===== config.mk =====
export PLATFORM = sky130hd
export DESIGN_NAME = wb_icu186
export DESIGN_NICKNAME = d
export VERILOG_FILES = /design/src/rtl/wb_icu186.sv
export SDC_FILE = /design/constraint.sdc
export NUM_CORES = 1
export LEC_CHECK = 0
export CAP_MARGIN = 30
export CORE_MARGIN = 8
export CORE_UTILIZATION = 52
export DETAILED_ROUTE_END_ITERATION = 12
export PLACE_DENSITY_LB_ADDON = 0.15
export SYNTH_ARGS = -nofsm -noshare
export SYNTH_HDL_FRONTEND = slang
export SYNTH_SLANG_ARGS = --single-unit
export TNS_END_PERCENT = 10

===== constraint.sdc =====
create_clock -name clk -period 5.4 [get_ports clk]
set_clock_uncertainty 0.05 [all_clocks]
set_input_delay 1.08 -clock clk [delete_from_list [all_inputs] [get_ports clk]]
set_output_delay 1.08 -clock clk [all_outputs]
set_load 0.01 [all_outputs]

===== src/rtl/wb_icu186.sv =====
// rtl/wb_icu186.sv - 80186-style nested-priority interrupt control unit on a Wishbone slave slot
// Optional POLL register at offset 0x04 is enabled by defining WB_ICU186_POLL_EN.

module wb_icu186 #(
    parameter logic [7:0] VEC_TIMER    = 8'h08,
    parameter logic [7:0] VEC_INT_BASE = 8'h0C,
    parameter logic [7:0] VEC_SPUR     = 8'h07
) (
    input  logic        clk,
    input  logic        rst,
    input  logic [3:0]  wb_adr_i,
    input  logic [15:0] wb_dat_i,
    output logic [15:0] wb_dat_o,
    input  logic [1:0]  wb_sel_i,
    input  logic        wb_we_i,
    input  logic        wb_stb_i,
    input  logic        wb_cyc_i,
    output logic        wb_ack_o,
    input  logic [3:0]  irq_i,
    input  logic        inta,
    output logic        intr,
    output logic [7:0]  vec
);

    localparam logic [3:0] A_EOI    = 4'd1;
    localparam logic [3:0] A_MASK   = 4'd4;
    localparam logic [3:0] A_REQST  = 4'd6;
    localparam logic [3:0] A_INSERV = 4'd7;
    localparam logic [3:0] A_CTRL0  = 4'd9;
    localparam logic [3:0] A_CTRL1  = 4'd12;
    localparam logic [3:0] A_CTRL2  = 4'd13;
    localparam logic [3:0] A_CTRL3  = 4'd14;
`ifdef WB_ICU186_POLL_EN
    localparam logic [3:0] A_POLL   = 4'd2;
    logic [7:0] poll_v;
`endif

    typedef enum logic [1:0] {S_IDLE, S_ACK, S_HOLD} state_t;

    state_t      state_q, state_d;
    logic [3:0]  sync1_q, sync1_d, sync2_q, sync2_d, dly_q, dly_d;
    logic [3:0]  req_q, req_d, mask_q, mask_d, ltm_q, ltm_d, ins_q, ins_d;
    logic        intr_q, intr_d, ack_q, ack_d, inta_q, inta_d;
    logic [7:0]  vec_q, vec_d;
    logic [15:0] dat_q, dat_d;

    logic        access, wr, rd, take, ctrl_hit;
    logic [1:0]  ctrl_n, sel;
    logic [3:0]  rise, elig;
    logic [7:0]  eoi_v;
    logic        unused_bits;

    assign unused_bits = ^{wb_sel_i[1], wb_dat_i[14:5]};

    function automatic logic [7:0] src_vec(input logic [1:0] n);
        return (n == 2'd0) ? VEC_TIMER : VEC_INT_BASE + {6'd0, n} - 8'd1;
    endfunction

    // A source is blocked by any in-service source of equal or higher priority.
    function automatic logic [3:0] nested_elig(input logic [3:0] req, input logic [3:0] mask,
                                               input logic [3:0] ins);
        logic       blocked;
        logic [3:0] e;
        blocked = 1'b0;
        e       = 4'd0;
        for (int n = 0; n < 4; n++) begin
            blocked = blocked | ins[n];
            e[n]    = req[n] & ~mask[n] & ~blocked;
        end
        return e;
    endfunction

    function automatic logic [1:0] lowest_set(input logic [3:0] v);
        logic [1:0] idx;
        idx = 2'd0;
        for (int n = 3; n >= 0; n--) begin
            if (v[n]) idx = 2'(n);
        end
        return idx;
    endfunction

    always_comb begin
        sync1_d  = irq_i;
        sync2_d  = sync1_q;
        dly_d    = sync2_q;
        inta_d   = inta;
        state_d  = state_q;
        vec_d    = vec_q;
        req_d    = req_q;
        mask_d   = mask_q;
        ltm_d    = ltm_q;
        ins_d    = ins_q;
        dat_d    = 16'd0;
        take     = 1'b0;
        eoi_v    = 8'd0;
        ctrl_hit = 1'b1;
        ctrl_n   = 2'd0;
`ifdef WB_ICU186_POLL_EN
        poll_v   = 8'd0;
`endif

        access = wb_stb_i & wb_cyc_i & ~ack_q;
        wr     = access & wb_we_i & wb_sel_i[0];
        rd     = access & ~wb_we_i;
        ack_d  = access;
        rise   = sync2_q & ~dly_q;

        case (wb_adr_i)
            A_CTRL0: ctrl_n = 2'd0;
            A_CTRL1: ctrl_n = 2'd1;
            A_CTRL2: ctrl_n = 2'd2;
            A_CTRL3: ctrl_n = 2'd3;
            default: ctrl_hit = 1'b0;
        endcase

        // Register writes land before the acknowledge selection below, so an EOI
        // in the same cycle as an ack is seen by that ack.
        if (wr) begin
            if (wb_adr_i == A_EOI) begin
                if (wb_dat_i[15]) begin
                    if (|ins_d) ins_d[lowest_set(ins_d)] = 1'b0;
                end else begin
                    for (int n = 0; n < 4; n++) begin
                        eoi_v = src_vec(2'(n));
                        if (eoi_v[4:0] == wb_dat_i[4:0]) ins_d[n] = 1'b0;
                    end
                end
            end
            if (wb_adr_i == A_MASK)   mask_d = wb_dat_i[3:0];
            if (wb_adr_i == A_INSERV) ins_d  = ins_d & ~wb_dat_i[3:0];
            if (ctrl_hit) begin
                ltm_d[ctrl_n]  = wb_dat_i[4];
                mask_d[ctrl_n] = wb_dat_i[3];
            end
        end

        elig = nested_elig(req_q, mask_d, ins_d);
        sel  = lowest_set(elig);

        if (rd) begin
            case (wb_adr_i)
                A_MASK:   dat_d = {12'd0, mask_q};
                A_REQST:  dat_d = {12'd0, req_q};
                A_INSERV: dat_d = {12'd0, ins_q};
                default:  dat_d = ctrl_hit ? {11'd0, ltm_q[ctrl_n], mask_q[ctrl_n], 3'd0} : 16'd0;
            endcase
        end

`ifdef WB_ICU186_POLL_EN
        if (rd && wb_adr_i == A_POLL && |elig) begin
            take   = 1'b1;
            poll_v = src_vec(sel);
            dat_d  = {1'b1, 10'd0, poll_v[4:0]};
        end
`endif

        case (state_q)
            S_IDLE: if (inta && !inta_q) state_d = S_ACK;
            S_ACK: begin
                state_d = S_HOLD;
                if (|elig) begin
                    vec_d = src_vec(sel);
                    take  = 1'b1;
                end else begin
                    vec_d = VEC_SPUR;
                end
            end
            S_HOLD: begin
                if (!inta) begin
                    state_d = S_IDLE;
                    vec_d   = 8'd0;
                end
            end
            default: begin
                state_d = S_IDLE;
                vec_d   = 8'd0;
            end
        endcase

        if (take) ins_d[sel] = 1'b1;

        // A fresh edge arriving with the ack wins, so the request stays pending.
        for (int n = 0; n < 4; n++) begin
            req_d[n] = ltm_q[n] ? sync2_q[n]
                                : ((req_q[n] & ~(take & (sel == 2'(n)))) | rise[n]);
        end

        intr_d = |nested_elig(req_q, mask_q, ins_q);
    end

    always_ff @(posedge clk) begin
        if (rst) begin
            state_q <= S_IDLE;
            sync1_q <= 4'd0;
            sync2_q <= 4'd0;
            dly_q   <= 4'd0;
            req_q   <= 4'd0;
            mask_q  <= 4'hF;
            ltm_q   <= 4'd0;
            ins_q   <= 4'd0;
            intr_q  <= 1'b0;
            ack_q   <= 1'b0;
            inta_q  <= 1'b0;
            vec_q   <= 8'd0;
            dat_q   <= 16'd0;
        end else begin
            state_q <= state_d;
            sync1_q <= sync1_d;
            sync2_q <= sync2_d;
            dly_q   <= dly_d;
            req_q   <= req_d;
            mask_q  <= mask_d;
            ltm_q   <= ltm_d;
            ins_q   <= ins_d;
            intr_q  <= intr_d;
            ack_q   <= ack_d;
            inta_q  <= inta_d;
            vec_q   <= vec_d;
            dat_q   <= dat_d;
        end
    end

    assign intr     = intr_q;
    assign vec      = vec_q;
    assign wb_ack_o = ack_q;
    assign wb_dat_o = dat_q;

endmodule


After elaboration in Yosys (flattened, before gate mapping)
Index checks and enable logic that the tools add are counted.
Word-level totals
  word-level logic and storage cells: 181
  register bits: 57
  input port bits: 32
  output and inout bits: 26
Cells by class
  $add $sub $neg: 2
  order comparisons: 6
  bitwise gates (word level): 70
  reductions and logical operators: 15
  multiplexer cells: 56
  equality and inequality tests: 19
Operator list (count)
  two-way mux 4 bit: 11
  AND 1 bit: 29
  two-way mux 2 bit: 14
  two-way mux 8 bit: 3
  NOT 1 bit: 24
  one-hot mux 8 bit (3 select lines): 1
  equality test 4 x 5 -> 1 bit (first input constant): 4
  equality test 4 bit (second input constant): 4
  two-way mux 1 bit: 16
  OR reduction 4 bit: 4
  one-hot mux 5 bit (3 select lines): 1
  AND 4 bit: 3
  equality test 4 x 3 -> 1 bit (second input constant): 3
  NOT 4 bit: 3
  one-hot mux 2 bit (3 select lines): 2
  OR 1 bit: 10
  less-than comparator 2 x 3 -> 1 bit (second input constant): 3
  bitwise mux 4 bit: 2
  demux 1 bit (select 2 bit): 3
  equality test 2 bit (second input constant): 3
  greater-or-equal comparator 2 x 1 -> 1 bit (second input constant): 3
  AND reduction 2 bit: 3
  subtractor 5 x 1 -> 6 bit (second input constant): 1
  adder 4 x 2 -> 5 bit (first input constant): 1
  other kinds (10): 17

Logic depth before layout (Yosys ltp)
Gate-level depths: netlist of run 1.
  word-level depth: 36
  mapped depth: 7
  mapped depth without buffers: 6

Worst setup path before layout of run 1
No wires, ideal clock.
  path type: input to register
  from: input wb_adr_i[1]
  to: register req_q[1]
  required time: 5.233 ns
  setup slack: 2.729 ns
  arrival time: 2.504 ns
  stages on the path: 7
  cell sequence: buf_6 > nor4b_4 > and3_1 > o32a_4 > nand4_4 > nand2b_1 > a32o_1
On the way
  cells in the longest elaborated chain, start to end: 22
  elaborated cells on any way between the ends: 57
RTL lines
  from (decl): RTL line 11  | input logic [3:0] wb_adr_i,
  equality test 4 bit: RTL line 108  | case (wb_adr_i)
  one-hot mux 2 bit (3 select lines): RTL line 108
  less-than comparator 2 x 3 -> 1 bit (implied by the code) or greater-or-equal comparator 2 x 1 -> 1 bit (tied branches): RTL line 133  | mask_d[ctrl_n] = wb_dat_i[3];
  logical AND 1 bit (implied by the code): RTL line 133
  two-way mux 1 bit (implied by the code): RTL line 133
  demux 1 bit (select 2 bit): RTL line 133
  bitwise mux 4 bit: RTL line 133
  two-way mux 4 bit: RTL line 131  | if (ctrl_hit) begin
  (+2 left out)
  AND 1 bit (2 in a row): RTL line 68  | e[n] = req[n] & ~mask[n] & ~blocked;
  two-way mux 2 bit (4 in a row): RTL line 77  | if (v[n]) idx = 2'(n);
  equality test 2 x 1 -> 1 bit: RTL line 185  | : ((req_q[n] & ~(take & (sel == 2'(n)))) | rise[n]);
  AND 1 bit *: RTL line 185
  NOT 1 bit *: RTL line 185
  AND 1 bit *: RTL line 185
  OR 1 bit *: RTL line 185
  two-way mux 1 bit *: RTL line 184  | req_d[n] = ltm_q[n] ? sync2_q[n]
  to (signal assigned): RTL line 211  | req_q <= req_d;
  to (decl): RTL line 42  | logic [3:0] req_q, req_d, mask_q, mask_d, ltm_q, ltm_d, ins_q, ins_d;
Every way passes the cells marked *; elsewhere a longest branch is shown, timed or not. The select of a mux whose other input is x is not followed.
A chain may end at the register's enable or synchronous reset.

Final worst setup path of run 1
  from: input wb_adr_i[1]
  to: register req_q[2]
On the way
  cells in the longest elaborated chain, start to end: 22
  elaborated cells on any way between the ends: 57
RTL lines (RTL line)
  equality test 4 bit: 108
  one-hot mux 2 bit (3 select lines): 108
  less-than comparator 2 x 3 -> 1 bit (implied by the code) or greater-or-equal comparator 2 x 1 -> 1 bit (tied branches): 133
  logical AND 1 bit (implied by the code): 133
  two-way mux 1 bit (implied by the code): 133
  demux 1 bit (select 2 bit): 133
  bitwise mux 4 bit: 133
  two-way mux 4 bit: 131
  (+2 left out)
  AND 1 bit (2 in a row): 68
  two-way mux 2 bit (4 in a row): 77
  equality test 2 bit: 185
  AND 1 bit *: 185
  NOT 1 bit *: 185
  AND 1 bit *: 185
  OR 1 bit *: 185
  two-way mux 1 bit *: 184
Marked as above.

==> results of run 1 <==
## cell usage in the layout, fill, tap and decap left out, types with 3 or more instances in the layout
cell             synthesis  routed
dfxtp_1                 42      42
clkdlybuf4s50_1          0      31
nor2_1                  19      19
nor2b_1                 17      17
conb_1                   1      15
nand2_1                 13      13
a21oi_1                 13      13
nand2b_1                10      10
inv_1                    9       9
nand3_1                  8       8
mux2i_1                  7       7
o21ai_0                  7       7
mux2_2                   5       5
a22oi_1                  5       5
clkbuf_8                 0       5
nand3b_1                 4       4
nor4_1                   4       4
and3b_1                  4       4
a32oi_1                  3       3
a31oi_1                  3       3
## sequential cells by signal (all words and copies together) (netlist names)
signal	flops
wb_ack_o	1
ins_q	4
inta_q	1
intr	1
dly_d	4
mask_q	4
vec	4
dly_q	4
wb_dat_o	5
sync1_q	4
ltm_q	4
req_q	4
state_q	2
## cells by family (layout without fill, tap and decap cells)
family	count (synthesis)	count (layout)	synth area share
buffers and inverters	33	49	0.0882
muxes	12	12	0.0564
xor gates and xnor gates	2	2	0.00781
AOI/OAI and AO/OA	55	55	0.195
DFF	42	42	0.375
and+or+nand+nor	101	101	0.276
other	1	15	0.00167
## critical path, stage by stage
cell             delay, ns
clkdlybuf4s50_1       0.76
nor4b_4               0.56
nand3_1               0.18
o221ai_2              0.29
a31oi_2               0.22
and4b_1               0.30
o41ai_2               0.20
## through the flow
step                      power, mW  hold WS (ns)
final                         0.641         0.347
after global routing          0.675         0.377
after CTS                     0.648         0.351
after detailed placement      0.407         0.345
after global placement        0.406         0.328
after floorplan               0.384         0.324
## per-layer routing
metal	GRT usage	part of all wire	wire length [um]	vias up
met4	0.0614	0.016	84	0
li1	-	-	-	921
met2	0.261	0.48	2470	57
met5	0	0	0	-
met3	0.0525	0.067	349	7
met1	0.203	0.44	2280	904
## layout make-up
class | instances | area [um2] | area share
clock buffer | 5 | 68.8 | 0.0262
clock inverter | 3 | 40.0 | 0.0153
inverter | 9 | 33.8 | 0.0129
multi-input combinational | 185 | 1260 | 0.479
sequential | 42 | 841 | 0.321
tap | 52 | 65.1 | 0.0248
timing repair buffer | 32 | 318 | 0.121
## worst max-delay path by stage
stage / to / depth (start not counted)
floorplan: req_q[1]$_SDFF_PP0_ / 7
global placement: ins_q[2]$_SDFF_PP0_ / 7
detailed placement: req_q[2]$_SDFF_PP0_ / 7
CTS: req_q[2]$_SDFF_PP0_ / 7
global route: req_q[2]$_SDFF_PP0_ / 7
finish: req_q[2]$_SDFF_PP0_ / 7
## report_power, final
part	internal (mW)	leakage, nW	switching, mW
Clock	0.136	0.0579	0.104
Combinational	0.0349	0.574	0.0424
Sequential	0.318	0.342	0.00501
==> flow_summary.toml, run 1 <==
[drt]
avgRoutedWirePerCell_um = 15.8
totalWireLength_mm = 5.18
drt-pass1-iter-count = 4
post-route-drc-count = 0
ant_nets = 0
vias = 1889
via_per_inst = 5.76
drt_iter0_drc = 259

[grt]
grtUsageTotal = 0.164
grt_pass1_wl_mm = 8.63
grt_max_degree = 24
antenna_found_initial = 0
grt_pass1_vias = 1808
grt_overflow = 0

[clock_tree]
cts-resized-gates = 0
ctsHoldBuffers = 0
cts_buffer_depth = 2
clk-insertion-delay-late_ns = 0.29
cts_sinks = 42
cts-htree-levels = 2
path_clk_slew_ns = 0.08
cts_inserted_buffers = 5
root_buffer = "clkbuf_8"
cts_tree = "yes"
cts_setup_buffers = 0

[sta]
period_needed_ns = 3.44
fin_ws_ns = 1.96
finalSetupViolCount = 0
fin_crit_sh = 0.638
drv_slew = 0
grt_setup_unrepaired = "no"
hold_violations = 0
tns_ns = 0
fmax_ghz = 0.290
slew_headroom = 0.468
worst_pin_slew_ns = 0.796

[final_layout]
nets = 307
final_cell_area_um2 = 2620
fin_cells = 328
areaGrowthSynthToFinish_pct = 17.0
drive_above_1_share = 0.101
n_antenna_cell = 0
final_util = 0.615
fill_cells = 392

[power_and_ir_drop]
ir_worst_vdd_uv = 221
leakagePower_nw = 0.974
p_per_area_nw_per_um2 = 244

[synthesis]
ys_warn_count = 0
yosys.area.top_type_share = 0.375
yosys-top-cells-count = "42 x dfxtp_1, 19 x nor2_1, 17 x nor2b_1"
yosysTopAreaCell = "dfxtp_1"
synth_area_um2 = 2240
synthArstFlopShare = 0
synth_seq_area_share = 0.375
synthFlopType = "dfxtp_1"
ys_ff_latch = 42
synth_cell_types = 60
synth.most_common_cell = "dfxtp_1"
syn-mean-instance-area_um2 = 9.11
yosys-top-cells-area = "dfxtp_1 38%, buf_4 5.0%, nor2b_1 4.7%"
synth_edf_count = 0
syn_inst = 246

[place]
dp_hpwl_mm = 3.87
portBuffers = 31
gp_congestion = 0.899
pre_cts_ws_ns = 1.68
dp.cells = 320
dpl_cell_area_um2 = 2510

[die]
die_h_um = 81.7
die_area_um2 = 6670
ios = 58
design.core.area_um2 = 4260
initial_core_util = 0.526
rows = 24
die_w_um = 81.7

[worst_setup_path]
crit_fanout = 17
ff2ff_path_depth = 6
end_kind = "flop"
cp-start-kind = "input port"
worstPathRequired_ns = 5.55
startpoint = "wb_adr_i[1]"
timing.rr.start = "wb_ack_o$_SDFF_PP0_"
timing.rr.end = "req_q[1]$_SDFF_PP0_"
r2r_slack_ns = 3.10
crit_type = "in2reg"
arrival_ns = 3.59

[min_path]
hold_end = "state_q[0]$_SDFFE_PP0P_"
whs_path_depth = 1
hold_class = "reg2reg"
hold_start = "inta_q$_SDFF_PP0_"

[flow_run]
max_cap_violations = 0

[status]
outcome = "complete, no violations"
(Power assumes the default switching activity.)
==> run 2: changes to the inputs <==
--- a/config.mk
+++ b/config.mk
@@ -7,7 +7,7 @@
 export LEC_CHECK = 0
 export CAP_MARGIN = 30
 export CORE_MARGIN = 8
-export CORE_UTILIZATION = 52
+export CORE_UTILIZATION = 44
 export DETAILED_ROUTE_END_ITERATION = 12
 export PLACE_DENSITY_LB_ADDON = 0.15
 export SYNTH_ARGS = -nofsm -noshare
==> constraint.sdc (replaced) <==
create_clock -name clk -period 3 [get_ports clk]
set_clock_uncertainty 0.05 [all_clocks]
set_input_delay 0.6 -clock clk [delete_from_list [all_inputs] [get_ports clk]]
set_output_delay 0.6 -clock clk [all_outputs]
set_load 0.01 [all_outputs]
==> flow_summary.toml, run 2 (same netlist as run 1, synthesis figures left out) <==
[clock_tree]
root_buffer = "clkbuf_8"
cts_inserted_buffers = 5
cts_tree = "yes"
path_clk_slew_ns = 0.08
cts_sinks = 42
cts-resized-gates = 0
cts_setup_buffers = 0
cts-htree-levels = 2
cts_buffer_depth = 2
clk-insertion-delay-late_ns = 0.29
ctsHoldBuffers = 0

[place]
gp_congestion = 0.844
pre_cts_ws_ns = 0.0344
dp_hpwl_mm = 4.25
portBuffers = 31

[sta]
finalSetupViolCount = 0
fin_ws_ns = 0.370
hold_violations = 0
grt_setup_unrepaired = "no"
fmax_ghz = 0.380
slew_headroom = 0.665
fin_crit_sh = 0.877
period_needed_ns = 2.63
tns_ns = 0
worst_pin_slew_ns = 0.495
drv_slew = 0

[drt]
via_per_inst = 5.13
drt_iter0_drc = 155
drt-pass1-iter-count = 4
met2_length_mm = 2.53
dr.max_layer_used = "met4"
wl_met1_mm = 2.52
totalWireLength_mm = 5.44
met3_length_um = 345
vias = 1914
post-route-drc-count = 0
ant_nets = 0
avgRoutedWirePerCell_um = 14.6

[worst_setup_path]
crit_type = "in2reg"
arrival_ns = 2.76
cp-start-kind = "input port"
end_kind = "flop"
crit_fanout = 10
crit_path_cell_trace = "clkdlybuf4s50_1 -> buf_4 -> nand2_2 -> o32ai_1 -> a22oi_1 -> a31oi_2 -> and4b_1 -> o41ai_2"
timing.rr.end = "req_q[2]$_SDFF_PP0_"
crit_slowest_cell = "clkdlybuf4s50_1"
timing.rr.start = "wb_ack_o$_SDFF_PP0_"
worstPathRequired_ns = 3.13
r2r_slack_ns = 1.01
ff2ff_path_depth = 7
cpPeakStageDelay_ns = 0.66

[power_and_ir_drop]
pwr-share-clk = 0.333
netSwitchingFraction = 0.244
ir_worst_vdd_uv = 290
power_frac_seq = 0.527
p_per_area_nw_per_um2 = 390
internal_power_uw = 835
p_comb_frac = 0.141
leakagePower_nw = 1.09
p_total_mw = 1.10
p_switching_uw = 270

[status]
outcome = "complete, no violations"

[final_layout]
final_cell_mix = "42 x dfxtp_1, 31 x clkdlybuf4s50_1, 28 x buf_4"
final_common_cell = "dfxtp_1"
drive_above_1_share = 0.178
nets = 334
n_antenna_cell = 0
areaGrowthSynthToFinish_pct = 26.2
final_util = 0.565
largest_reg_flops = 5

[die]
die_h_um = 87.4
rows = 26
design.core.area_um2 = 5010
initial_core_util = 0.448
die_area_um2 = 7640
ios = 58
die_w_um = 87.4

[grt]
grt_pass1_vias = 1884
grtUsageTotal = 0.148
grt_pass1_wl_mm = 8.93
antenna_found_initial = 0
grt_max_degree = 32
grt_overflow = 0

[min_path]
hold_start = "inta_q$_SDFF_PP0_"
hold_class = "reg2reg"
whs_path_depth = 1
hold_end = "state_q[0]$_SDFFE_PP0P_"

[flow_run]
max_cap_violations = 0
[run 2: cell types whose count changed in the layout (fill, tap and decap cells not counted), sizes merged]
cell,delta
buf,+27
clkbuf,+2
bufinv,-1
clkinv,-1
[run 2: final cells by class]
type                            instances  area, um2
Clock buffer                            7       86.3
Clock inverter                          1       5.00
Fill cell                             481       2180
Inverter                                9       33.8
Multi-Input combinational cell        185       1260
Sequential cell                        42        841
Tap cell                               70       87.6
Timing Repair Buffer                   59        520
[run 2: power by group through the flow]
| stage | Combinational [mW] | Clock [mW] | Sequential (mW) |
|---|---|---|---|
| after floorplan | 0.0966 | 0 | 0.594 |
| after global placement | 0.154 | 0 | 0.594 |
| after detailed placement | 0.154 | 0 | 0.595 |
| after CTS | 0.155 | 0.381 | 0.582 |
| after global routing | 0.171 | 0.397 | 0.584 |
| final | 0.155 | 0.367 | 0.582 |
[run 2: stage by stage]
step                cells  hold WS (ns)  area [um2]
floorplan             260         0.324        2290
global placement      365         0.325        2740
detailed placement    365         0.333        2740
CTS                   373         0.344        2830
global route          373         0.370        2830
finish                373         0.339        2830
[run 2: worst max path at each step]
stage	startpoint	endpoint	slack (ns)	depth (start not counted)
6_report	wb_adr_i[3]	req_q[2]$_SDFF_PP0_	0.37	8
4_1_cts	wb_adr_i[3]	req_q[2]$_SDFF_PP0_	0.34	8
3_5_place_dp	wb_adr_i[3]	req_q[2]$_SDFF_PP0_	0.03	8
5_1_grt	wb_adr_i[3]	req_q[2]$_SDFF_PP0_	0.25	8
2_1_floorplan	wb_adr_i[1]	req_q[1]$_SDFF_PP0_	0.81	7
3_3_place_gp	wb_adr_i[3]	ins_q[2]$_SDFF_PP0_	0.10	8
[run 2: worst max-delay path: cells and delay by family]
| family | cells | cell delay (ns) |
|---|---|---|
| AO/OA/AOI/OAI | 4 | 0.83 |
| buffers and inverters | 2 | 0.91 |
| AND/OR/NAND/NOR | 2 | 0.41 |
[run 2: layer usage]
| layer | GRT usage | vias up |
|---|---|---|
| li1 | - | 978 |
| met1 | 0.181 | 886 |
| met2 | 0.244 | 45 |
| met3 | 0.0396 | 5 |
| met4 | 0.0484 | 0 |
| met5 | 0 | - |
